## src/rtl/arch_defs_pkg.sv

```systemverilog
// Shared definitions for the program loader: bus widths, default sync marker
// and the loader FSM state encoding.
package arch_defs_pkg;

  localparam int unsigned ADDR_WIDTH = 16;
  localparam int unsigned DATA_WIDTH = 8;

  localparam logic [DATA_WIDTH-1:0] LOADER_SYNC_BYTE = 8'hA5;

  typedef enum logic [2:0] {
    ST_IDLE,
    ST_ADDR_HI,
    ST_ADDR_LO,
    ST_LEN,
    ST_DATA,
    ST_CHK
  } loader_state_t;

endpackage

```

## src/rtl/loader_timeout.sv

```systemverilog
// Idle-cycle watchdog: counts enabled cycles since the last clear and flags
// the cycle in which the count reaches TIMEOUT_CYCLES.
module loader_timeout #(
  parameter int unsigned TIMEOUT_CYCLES = 1_000_000
) (
  input  logic clk,
  input  logic reset,
  input  logic clear,
  input  logic enable,
  output logic expired
);

  localparam int unsigned CW = (TIMEOUT_CYCLES > 1) ? $clog2(TIMEOUT_CYCLES) : 1;
  localparam logic [CW-1:0] LAST = CW'(TIMEOUT_CYCLES - 1);

  logic [CW-1:0] count;

  always_ff @(posedge clk) begin
    if (reset || clear) begin
      count <= '0;
    end else if (enable) begin
      count <= count + CW'(1);
    end
  end

  // count holds the number of idle cycles already elapsed, so the current
  // idle cycle is the TIMEOUT_CYCLES-th one when count == LAST.
  assign expired = enable && !clear && (count == LAST);

endmodule

```

## src/rtl/prog_loader.sv

```systemverilog
// Serial-link program loader: parses SYNC/ADDR/LEN/DATA/CHK frames, writes
// payload bytes to program memory and holds the CPU while a frame is in flight.
module prog_loader
  import arch_defs_pkg::*;
#(
  parameter logic [DATA_WIDTH-1:0] SYNC_BYTE      = LOADER_SYNC_BYTE,
  parameter int unsigned           TIMEOUT_CYCLES = 1_000_000
) (
  input  logic                  clk,
  input  logic                  reset,
  input  logic [DATA_WIDTH-1:0] rx_data,
  input  logic                  rx_valid,
  output logic                  rx_ready,
  output logic                  mem_we,
  output logic [ADDR_WIDTH-1:0] mem_addr,
  output logic [DATA_WIDTH-1:0] mem_wdata,
  output logic                  cpu_hold,
  output logic                  load_done,
  output logic                  load_error
);

  loader_state_t         state;
  loader_state_t         state_next;
  logic                  accept;
  logic                  is_sync;
  logic                  last_byte;
  logic                  timeout_hit;
  logic [ADDR_WIDTH-1:0] ptr;
  logic [DATA_WIDTH-1:0] byte_cnt;
  logic [DATA_WIDTH-1:0] csum;
  logic [DATA_WIDTH-1:0] csum_next;

  assign rx_ready  = !reset;
  assign accept    = rx_valid && rx_ready;
  assign is_sync   = (rx_data == SYNC_BYTE);
  assign csum_next = csum + rx_data;
  // LEN=0 loads 0 into byte_cnt, which then counts down through 255..1,
  // giving 256 data bytes without a wider counter.
  assign last_byte = (byte_cnt == DATA_WIDTH'(1));

  loader_timeout #(
    .TIMEOUT_CYCLES(TIMEOUT_CYCLES)
  ) u_timeout (
    .clk    (clk),
    .reset  (reset),
    .clear  (accept || (state == ST_IDLE)),
    .enable (state != ST_IDLE),
    .expired(timeout_hit)
  );

  always_ff @(posedge clk) begin
    if (reset) begin
      state <= ST_IDLE;
    end else begin
      state <= state_next;
    end
  end

  always_comb begin
    state_next = state;
    if (timeout_hit) begin
      state_next = ST_IDLE;
    end else if (accept) begin
      unique case (state)
        ST_IDLE:    if (is_sync) state_next = ST_ADDR_HI;
        ST_ADDR_HI: state_next = ST_ADDR_LO;
        ST_ADDR_LO: state_next = ST_LEN;
        ST_LEN:     state_next = ST_DATA;
        ST_DATA:    if (last_byte) state_next = ST_CHK;
        ST_CHK:     state_next = ST_IDLE;
        default:    state_next = ST_IDLE;
      endcase
    end
  end

  always_ff @(posedge clk) begin
    if (reset) begin
      mem_we     <= 1'b0;
      mem_addr   <= '0;
      mem_wdata  <= '0;
      cpu_hold   <= 1'b0;
      load_done  <= 1'b0;
      load_error <= 1'b0;
      ptr        <= '0;
      byte_cnt   <= '0;
      csum       <= '0;
    end else begin
      mem_we    <= 1'b0;
      load_done <= 1'b0;
      if (timeout_hit) begin
        cpu_hold   <= 1'b0;
        load_error <= 1'b1;
      end else if (accept) begin
        unique case (state)
          ST_IDLE: begin
            if (is_sync) begin
              cpu_hold   <= 1'b1;
              load_error <= 1'b0;
              csum       <= '0;
            end
          end
          ST_ADDR_HI: begin
            ptr[ADDR_WIDTH-1:DATA_WIDTH] <= rx_data;
            csum                         <= csum_next;
          end
          ST_ADDR_LO: begin
            ptr[DATA_WIDTH-1:0] <= rx_data;
            csum                <= csum_next;
          end
          ST_LEN: begin
            byte_cnt <= rx_data;
            csum     <= csum_next;
          end
          ST_DATA: begin
            mem_we    <= 1'b1;
            mem_addr  <= ptr;
            mem_wdata <= rx_data;
            ptr       <= ptr + ADDR_WIDTH'(1);
            byte_cnt  <= byte_cnt - DATA_WIDTH'(1);
            csum      <= csum_next;
          end
          ST_CHK: begin
            cpu_hold <= 1'b0;
            csum     <= csum_next;
            if (csum_next == '0) begin
              load_done <= 1'b1;
            end else begin
              load_error <= 1'b1;
            end
          end
          default: ;
        endcase
      end
    end
  end

endmodule

```

## config.mk

```make
export PLATFORM = sky130hd
export DESIGN_NAME = prog_loader
export DESIGN_NICKNAME = d
export VERILOG_FILES = /design/src/rtl/arch_defs_pkg.sv /design/src/rtl/loader_timeout.sv /design/src/rtl/prog_loader.sv
export SDC_FILE = /design/constraint.sdc
export NUM_CORES = 1
export LEC_CHECK = 0
export ABC_AREA = 1
export CAP_MARGIN = 0
export CORE_ASPECT_RATIO = 2
export CORE_MARGIN = 2
export CORE_UTILIZATION = 25
export CTS_CLUSTER_SIZE = 25
export DETAILED_ROUTE_END_ITERATION = 16
export PLACE_DENSITY_LB_ADDON = 0.1
export RECOVER_POWER = 25
export SLEW_MARGIN = 20
export SYNTH_ARGS = -nofsm -noshare
export SYNTH_HDL_FRONTEND = slang
export SYNTH_HIERARCHICAL = 1
export SYNTH_SLANG_ARGS = --single-unit
```

## constraint.sdc

```tcl
create_clock -name clk -period 2.3 [get_ports clk]
set_input_delay 0.345 -clock clk [delete_from_list [all_inputs] [get_ports clk]]
set_output_delay 0.345 -clock clk [all_outputs]
set_load 0.05 [all_outputs]
```

======== After elaboration in Yosys (flattened, before gate mapping) ========
Cells that the tools add are included.
word-level totals
  output and inout port bits .............. 29
  bits in registers ....................... 83
  bits of input ports ..................... 11
  memories ................................ 0
  logic and storage cells ................. 77
  bits in writable memories ............... 0
  latch bits .............................. 0
  bits in read-only memories .............. 0
operators by class
  bitwise gates (word level) .............. 3
  multiply operators ...................... 0
  magnitude comparators ................... 0
  add/sub/neg operators ................... 4
  multiplexer cells ....................... 17
  divide/modulo/power cells ............... 0
  shift-type cells ........................ 0
  equality and inequality tests ........... 12
  reduce and logical (&&, ||, !) cells .... 29
operators with widths
  cell                                                                    count
  8-bit case mux with 2 select lines                                      4
  20-bit by 1-bit adder with 20-bit output (second input constant)        1
  20-bit equality test (second input constant)                            1
  3-bit AND reduction                                                     6
  16-bit by 1-bit adder with 16-bit output (second input constant)        1
  3-bit case mux with 5 select lines                                      1
  2-bit nonzero test                                                      6
  8-bit adder                                                             1
  8-bit by 1-bit equality test with 1-bit output (second input constant)  1
  8-bit equality test (second input constant)                             1
  8-bit logical NOT                                                       1
  8-bit two-way mux                                                       1
  4-bit AND reduction                                                     2
  8-bit by 1-bit subtractor with 8-bit output (second input constant)     1
  1-bit two-way mux                                                       7
  3-bit by 2-bit equality test with 1-bit output (second input constant)  2
  3-bit equality test (second input constant)                             2
  3-bit two-way mux                                                       2
  3-bit inequality test (second input constant)                           2
  3-bit nonzero test                                                      2
  5-bit OR reduction                                                      1
  2-bit inequality test (second input constant)                           2
  1-bit case mux with 2 select lines                                      2
  4-bit OR reduction                                                      1
  other kinds (8)                                                         14

======== Depth between registers and ports, before layout ========
Gate-level depths: netlist of run 1.
  word-level depth ........................ 8
  mapped depth ............................ 17

======== Hierarchy ========
Netlist of run 1, hierarchy kept.
by module, submodules not included
  module          instances  cells each  area each (um^2)  sequential area each (um^2)
  prog_loader     1          481         3,377.0           1,261.2
  loader_timeout  1          171         1,139.8           400.4

======== Least setup slack after synthesis of run 1 ========
OpenSTA, ideal clock, no wires.
  path kind ............................... register to register
  from .................................... register state[2]
  to ...................................... register ptr[2]
  arrival ................................. 2,026 ps
  library setup time ...................... 132 ps
  cell stages (with the launch flop) ...... 17
  required time ........................... 2,168 ps
  path slack .............................. 143 ps
  cells stage by stage .................... dfxtp_1 -> inv_2 -> nand2_2 -> o21ai_0 -> inv_1 -> nand4_1 -> nor2_1 -> nand3_1 -> nor2_1 -> nor2_4 -> inv_2 -> nor2_8 -> inv_2 -> nor2_4 -> buf_6 -> a21oi_1 -> a311oi_2
on the way
  word-level cells in the longest chain between the ends .. 7
ends and longest elaborated chain
  item                               RTL line              source
  start: declaration                 prog_loader.sv:22     loader_state_t state;
  start signal: assignment           prog_loader.sv:55     state <= state_next;
  3-bit logical NOT                  prog_loader.sv:46     .clear (accept || (state == ST_IDLE)),
  1-bit logical OR                   prog_loader.sv:46
  1-bit logical NOT                  loader_timeout.sv:28  assign expired = enable && !clear && (count == LAST);
  1-bit logical AND * (2 in series)  loader_timeout.sv:28
  via timeout_hit                    prog_loader.sv:27     logic timeout_hit;
  1-bit inverter (no line) *         -
  3-bit AND reduction (no line) *    -
  end signal: indexed assignment     prog_loader.sv:103    ptr[ADDR_WIDTH-1:DATA_WIDTH] <= rx_data;
  end signal: indexed assignment     prog_loader.sv:107    ptr[DATA_WIDTH-1:0] <= rx_data;
  end signal: assignment             prog_loader.sv:118    ptr <= ptr + ADDR_WIDTH'(1);
  end: declaration                   prog_loader.sv:28     logic [ADDR_WIDTH-1:0] ptr;
The timed path passes the listed nets; every way through them passes the cells marked *.
A chain may end at the register's enable or synchronous reset.

======== Final worst setup path of run 1 ========
  from .................................... input rx_valid
  to ...................................... register ptr[10]
on the way
  word-level cells in the longest chain between the ends .. 7
ends and longest elaborated chain
  item                             RTL line              source
  start: declaration               prog_loader.sv:12     input logic rx_valid,
  1-bit logical AND                prog_loader.sv:34     assign accept = rx_valid && rx_ready;
  1-bit logical OR                 prog_loader.sv:46
  1-bit logical NOT                loader_timeout.sv:28
  1-bit logical AND (2 in series)  loader_timeout.sv:28
  via timeout_hit                  prog_loader.sv:27
  1-bit inverter (no line)         -
  3-bit AND reduction (no line)    -
The timed path passes the listed nets, and every way through them passes these cells.

==> results of run 1 <==
sequential cells by signal, indices dropped and copies added, names as in the netlist:
register / flops
load_error: 1
cpu_hold: 1
mem_we: 1
csum: 8
byte_cnt: 8
ptr: 16
load_done: 1
state: 3
mem_addr: 16
u_timeout/count: 20
mem_wdata: 8
worst register-to-register path: cells and delay by family, from the launching register on:
family	cells	cell delay, ps
AOI/OAI and AO/OA	4	420
buffers and inverters	4	530
and+or+nand+nor	8	720
DFF	1	350
cells by family after synthesis:
group / Yosys count / synth area share, %
AO/OA/AOI/OAI: 140 / 16.5
XOR/XNOR: 8 / 1.55
buffers and inverters: 100 / 9.11
flip-flops: 83 / 36.8
adder cells (fa/ha/maj): 12 / 3.49
AND/OR/NAND/NOR: 309 / 32.5
power by group through the flow:
| stage | sequential (mW) | clock (mW) | combinational [mW] |
|---|---|---|---|
| finish | 1.50 | 1.49 | 0.480 |
| global route | 1.50 | 1.60 | 0.536 |
| CTS | 1.50 | 1.55 | 0.482 |
| detailed placement | 1.53 | 0 | 0.480 |
| global placement | 1.53 | 0 | 0.480 |
| floorplan | 1.56 | 0 | 0.251 |
cell usage in the layout (no fill, tap or decap), types with 2 or more instances in the layout:
cell,instances
nor2_4,9
inv_4,2
nand2_4,3
nor3_1,9
nand3_1,44
nor2_8,3
nor2_2,11
dfxtp_1,79
a21oi_1,53
inv_2,14
nand3b_1,2
dfxtp_2,4
o21ai_1,36
nand4_1,10
clkdlybuf4s50_1,31
nand2_2,8
xor2_1,4
or2_2,3
xnor2_1,4
ha_1,10
or2_1,2
a31oi_1,13
clkinv_4,2
inv_1,67
clkinvlp_4,3
buf_4,42
o21ai_0,29
nor2_1,88
buf_12,4
clkbuf_16,9
nand2_1,112
dlygate4sd3_1,6
a211oi_1,4
layout make-up:
class                           count  area (um^2)
Timing Repair inverter              1         7.51
Timing Repair Buffer               85          782
Sequential cell                    83         1670
Tap cell                          213          267
Multi-Input combinational cell    469         2480
Inverter                           83          317
Clock inverter                      7         76.3
Clock buffer                        9          225
Fill cell                        1913        11900
final timing paths:
check,slack (ps),endpoint,start
setup / recovery,170,ptr[10],rx_valid
hold / removal,440,mem_wdata[0],rx_data[0]
setup reg to reg,170,ptr[10],state[0]
hold reg to reg,470,csum[6],csum[6]
timing repair:
action,4_1_cts,5_1_grt
setup buffers,0,3
setup endpoints to repair,0,55
gates resized for setup,0,19
layer usage:
metal	up-vias	part of all wire [%]	wire length (um)	GRT usage, %
li1	2292	-	-	-
met1	2042	36	4990	14.4
met2	64	57	7920	29.3
met3	30	2.1	292	1.87
met4	0	4.9	685	9.08
met5	-	0	0	0
through the flow:
stage | instances | setup WS, ps | utilization (%)
after global placement | 930 | -305 | 30.8
after floorplan | 652 | 143 | -
after global routing | 950 | 4.05 | 32.9
final | 950 | 168 | 32.9
after CTS | 946 | 21.0 | 32.5
after detailed placement | 930 | -286 | 30.8
==> results.txt, run 1 <==
IO Count - 40
First-pass GRT wire length - 22,700 um
Worst-Margin Slew - 591 ps
Sequential element share of the synthesized area - 36.8%
Hpwl dp - 10,800 um
WHS - 442 ps
Critical path cell sequence - clkdlybuf4s50_1 -> inv_1 -> o21ai_1 -> inv_1 -> nand4_1 -> nor2_1 -> nand3_1 -> nor2_4 -> nor2_4 -> inv_4 -> nor2_8 -> buf_4 -> o21ai_4 -> clkinvlp_4 -> o21ai_1 -> a31oi_1
Post-synthesis instance area - 0.00452 mm^2
Min Tclk post-route - 2130 ps
Post-synth cell types - 38
Design area - 0.00582 mm^2
CORE AREA - 0.0177 mm^2
PortBufs - 39
Number of global-route vias before repair - 4,509
Comb pwr share - 13.8%
Yosys top cell by area - dfxtp_1
Standby leakage power - 2.43 nW
Crit. path cell count - 16
Setup Skew - 10.5 ps
Mapped Cells - 652
Top-count cell post-synth - nand2_1
HP Class - input port to flip-flop
Top-area cell type share of the netlist area - 36.8%
Reg2Reg Depth - 16
Fmax - 469 MHz
Largest net degree at the start of global routing - 34
Clock latency on the worst-skew pair - 350 ps
RSZ-0062 raised after global routing - no
Num CTS Buffers - 9
DRC Markers - 0
Number of synthesized flops with an enable pin - 0
Synth area leaders - dfxtp_1 37%, nand2_1 9.4%, nor2_1 7.6%
P_sw - 984 uW
Worst path top cell family by delay - buffers and inverters
Area grow syn2layout - 28.8%
Die span in y - 194 um
WL final - 13,900 um
Max VDD drop - 0.000321 V
Hold Violations, Final - 0
Finish-stage setup viols - 0
Initial antenna violation count - 0
Pwr Density - 597 mW/mm^2
Gpl congestion - 0.857
Pwr Total - 3.47 mW
Mapped Nets - 675
Synth async-reset ratio - 0%
Total GRT Usage - 15.1%
Outcome - completed
Max Cap Violations - 0
Die W - 99.0 um
CP Launch Type - input port
Largest fanout on the critical path - 7
Routed vias/inst - 4.66
Syn Area/Cell - 6.93 um^2
Via Count - 4,428
Clk root buf - clkbuf_16
Clk buf depth - 2
Total gr overflow - 0
Internal power - 2.49 mW
Switching share of total power - 28.3%
H-tree depth - 3
Sequential power share - 43.2%
Hold Buf Count CTS - 0
Yosys reg bits - 83
Commonest cells in the netlist - 113 x nand2_1, 91 x nor2_1, 83 x dfxtp_1
Nets - 755
Clock slew at reported path FFs - 70 ps
Total clock sinks - 83
Worst Path Arrival - 2360 ps
Die area - 0.0192 mm^2
Initial Utilization - 25.5%
Dominant synthesized flop cell - dfxtp_1
Layout cells sized above 1 - 17.2%
Buf/Inv on CP - 6
Max Slew Vio Count - 0
Drt first pass iters - 5
Final period util - 92.7%
Hold path depth - 4
Clock power frac - 43.0%
Diode count - 0
Slew HR - 60.6%
Max incr delay on CP - 440 ps
Detail Route Antenna Nets - 0
Setup crit end kind - flip-flop
Wirelength per Cell - 14.6 um
Ys Warns - 6
Final setup TNS - 0 ps
Drt first-iter violations - 111
Rows - 69
Area post-placement - 0.00544 mm^2
Max stage delay cell, worst path - clkdlybuf4s50_1
Data required, critical path - 2530 ps
CTS tree - built
Crit Path Category - input port to flip-flop
(Power assumes the default switching activity.)
==> run 2, diff against run 1 <==
--- a/config.mk
+++ b/config.mk
@@ -12,7 +12,7 @@
 export CORE_UTILIZATION = 25
 export CTS_CLUSTER_SIZE = 25
 export DETAILED_ROUTE_END_ITERATION = 16
-export PLACE_DENSITY_LB_ADDON = 0.1
+export PLACE_DENSITY = 0.43
 export RECOVER_POWER = 25
 export SLEW_MARGIN = 20
 export SYNTH_ARGS = -nofsm -noshare
==> run 2 against run 1 <==
Cell count did not move. Combinational power rose by 1%. Hold slack improved by 27 ps. First-iteration DRC count rose by 0.90%. Total power rose by 1.6%. Clock skew rose by 0.65 ps. Via count rose by 0.50%. Register-to-register slack barely moved. Maximum frequency rose by 0.60%. Utilization fell by 0.15 points. Clock power rose by 3%. Non-clock buffer count rose by 1. Critical endpoint is now load_error. Largest power group is now clock. Highest routed layer unchanged.
==> results.txt, run 2 (synthesis gave the netlist of run 1 again) <==
H-tree depth - 3 (unchanged)
Hold Violations, Final - 0 (unchanged)
Worst path top cell family by delay - simple AND/OR/NAND/NOR gates (was buffers and inverters)
Standby leakage power - 2.42 nW (was 2.43 nW)
IO Count - 40 (unchanged)
Largest net degree at the start of global routing - 23 (was 34)
Fmax - 472 MHz (was 469 MHz)
Sequential power share - 42.5% (was 43.2%)
Leading cell type in the layout, fill and taps excluded - nand2_1 (unchanged)
Initial antenna violation count - 0 (unchanged)
Setup Skew - 11.2 ps (was 10.5 ps)
Max stage delay cell, worst path - fa_1 (was clkdlybuf4s50_1)
Pwr Total - 3.53 mW (was 3.47 mW)
Clk root buf - clkbuf_16 (unchanged)
Final period util - 92.1% (was 92.7%)
Clk buf depth - 2 (unchanged)
CORE AREA - 0.0177 mm^2 (unchanged)
CP Launch Type - flip-flop (was input port)
Filler instances - 1,893 (was 1,913)
Max VDD drop - 0.000344 V (was 0.000321 V)
Detail Route Antenna Nets - 0 (unchanged)
Total gr overflow - 0 (unchanged)
First-pass GRT wire length - 21,600 um (was 22,700 um)
PortBufs - 39 (unchanged)
Routed vias/inst - 4.68 (was 4.66)
Switching share of total power - 26.3% (was 28.3%)
Worst-Margin Slew - 563 ps (was 591 ps)
HP Class - flip-flop to flip-flop (was input port to flip-flop)
Die span in y - 194 um (unchanged)
Max Slew Vio Count - 0 (unchanged)
Buf/Inv on CP - 0 (was 6)
Final setup TNS - 0 ps (unchanged)
Internal power - 2.60 mW (was 2.49 mW)
Initial Utilization - 25.5% (unchanged)
Max FFs per register - 20 (unchanged)
Via Count - 4,450 (was 4,428)
Layout cells sized above 1 - 15.5% (was 17.2%)
Die W - 99.0 um (unchanged)
Multi-input gate area - 0.00246 mm^2 (was 0.00248 mm^2)
Clock power frac - 43.8% (was 43.0%)
Outcome - completed (unchanged)
RSZ-0062 raised after global routing - yes (was no)
Data required, critical path - 2580 ps (was 2530 ps)
Hpwl dp - 10,700 um (was 10,800 um)
Drt first pass iters - 4 (was 5)
WL final - 13,400 um (was 13,900 um)
Worst Path Arrival - 2400 ps (was 2360 ps)
Crit Path Category - flip-flop to flip-flop (was input port to flip-flop)
CTS tree - built (unchanged)
Diode count - 0 (unchanged)
Min Tclk post-route - 2120 ps (was 2130 ps)
DRC Markers - 0 (unchanged)
Register name with the most flops - u_timeout/count (unchanged)
Number of global-route vias before repair - 4,400 (was 4,509)
P_sw - 930 uW (was 984 uW)
Drt first-iter violations - 112 (was 111)
Clock latency on the worst-skew pair - 340 ps (was 350 ps)
Slew HR - 62.4% (was 60.6%)
Finish-stage setup viols - 0 (unchanged)
Pwr Density - 609 mW/mm^2 (was 597 mW/mm^2)
Area grow syn2layout - 28.3% (was 28.8%)
Comb pwr share - 13.8% (about the same)
Clock slew at reported path FFs - 60 ps (was 70 ps)
Commonest non-fill, non-tap cells in the layout - 114 x nand2_1, 93 x nor2_1, 82 x dfxtp_1, 67 x inv_1, 52 x a21oi_1 (was 112 x nand2_1, 88 x nor2_1, 79 x dfxtp_1, 67 x inv_1, 53 x a21oi_1)
Nets - 755 (unchanged)
Die area - 0.0192 mm^2 (unchanged)
Total clock sinks - 83 (unchanged)
Max Cap Violations - 0 (unchanged)
Total GRT Usage - 14.1% (was 15.1%)
Rows - 69 (unchanged)
Wirelength per Cell - 14.1 um (was 14.6 um)
Reg area - 0.00166 mm^2 (was 0.00167 mm^2)
Setup crit end kind - flip-flop (unchanged)
Gpl congestion - 0.864 (was 0.857)
Num CTS Buffers - 9 (unchanged)
Critical path cell sequence - ha_4 -> fa_1 -> or2_2 -> nor2_2 -> nand3_1 -> nor2_1 -> nand2_1 -> nand2_1 -> nand2_1 -> nand3_1 -> nand2_1 -> nor2_1 (was clkdlybuf4s50_1 -> inv_1 -> o21ai_1 -> inv_1 -> nand4_1 -> nor2_1 -> nand3_1 -> nor2_4 -> nor2_4 -> inv_4 -> nor2_8 -> buf_4 -> o21ai_4 -> clkinvlp_4 -> o21ai_1 -> a31oi_1)
Max incr delay on CP - 500 ps (was 440 ps)
Worst path most repeated cell - nand2_1
Biggest regs - u_timeout/count: 20 flops, mem_addr: 16 flops, ptr: 16 flops (unchanged)
Largest fanout on the critical path - 2 (was 7)
run 2: cell count changes in the layout (fill, tap and decap cells not counted), moves of 4 or more:
| cell | before | now |
|---|---|---|
| nor2_1 | 88 | 93 |
| clkbuf_1 | 1 | 5 |
| nor2_2 | 11 | 7 |
| buf_4 | 42 | 37 |
run 2: metal layers:
layer	track usage [%]	part of all wire, %
met1	13.5	36
met3	2.20	2.4
met4	7.81	4.0
met5	0	0
met2	27.6	58
run 2: cell type report:
class                      instances  share of cell area (%)
multi-input combinational        469                    42.5
sequential                        83                    28.7
timing repair buffer              86                    13.5
inverter                          83                    5.38
tap                              213                    4.60
clock buffer                      11                    4.02
clock inverter                     5                    1.34
run 2: repair_timing:
item	4_1_cts	5_1_grt
resized for setup	0	15
endpoints found under the setup margin	0	52
setup buffers	0	2
hold buffers	0	0
run 2: per-stage QoR:
stage          worst slack (ps)  std cells  area [um^2]  util, %  hold slack, ps
4_1_cts                    27.8        948         5760     32.5             472
2_1_floorplan               143        652         4520        -             441
6_report                    181        950         5790     32.7             468
3_3_place_gp               -316        932         5450     30.8             465
5_1_grt                   -11.4        950         5790     32.7             492
3_5_place_dp               -331        932         5450     30.8             464
run 2: power groups by stage:
stage	clock network, mW	registers (mW)	logic (mW)
floorplan	0	1.56	0.251
global placement	0	1.53	0.482
detailed placement	0	1.53	0.484
CTS	1.60	1.50	0.486
global route	1.65	1.50	0.536
finish	1.54	1.50	0.486
run 2: worst min-delay path: stages, from the launching register on:
cell and delay (ps):
dfxtp_1 310, nand2_1 60, a21oi_1 60
run 2: final timing paths:
path / end / slack [ps] / cells past startpoint / from
max: load_error / 180 / 12 / csum[0]
min: csum[6] / 470 / 2 / csum[6]
max reg2reg: load_error / 180 / 12 / csum[0]
min reg2reg: csum[6] / 470 / 2 / csum[6]
==> run 3, diff against run 2 <==
--- a/config.mk
+++ b/config.mk
@@ -6,6 +6,7 @@
 export NUM_CORES = 1
 export LEC_CHECK = 0
 export ABC_AREA = 1
+export ABC_CLOCK_PERIOD_IN_PS = 2300
 export CAP_MARGIN = 0
 export CORE_ASPECT_RATIO = 2
 export CORE_MARGIN = 2
==> results of run 3 <==
Same layout as run 2: the final DEF is identical, and so are final timing and power.
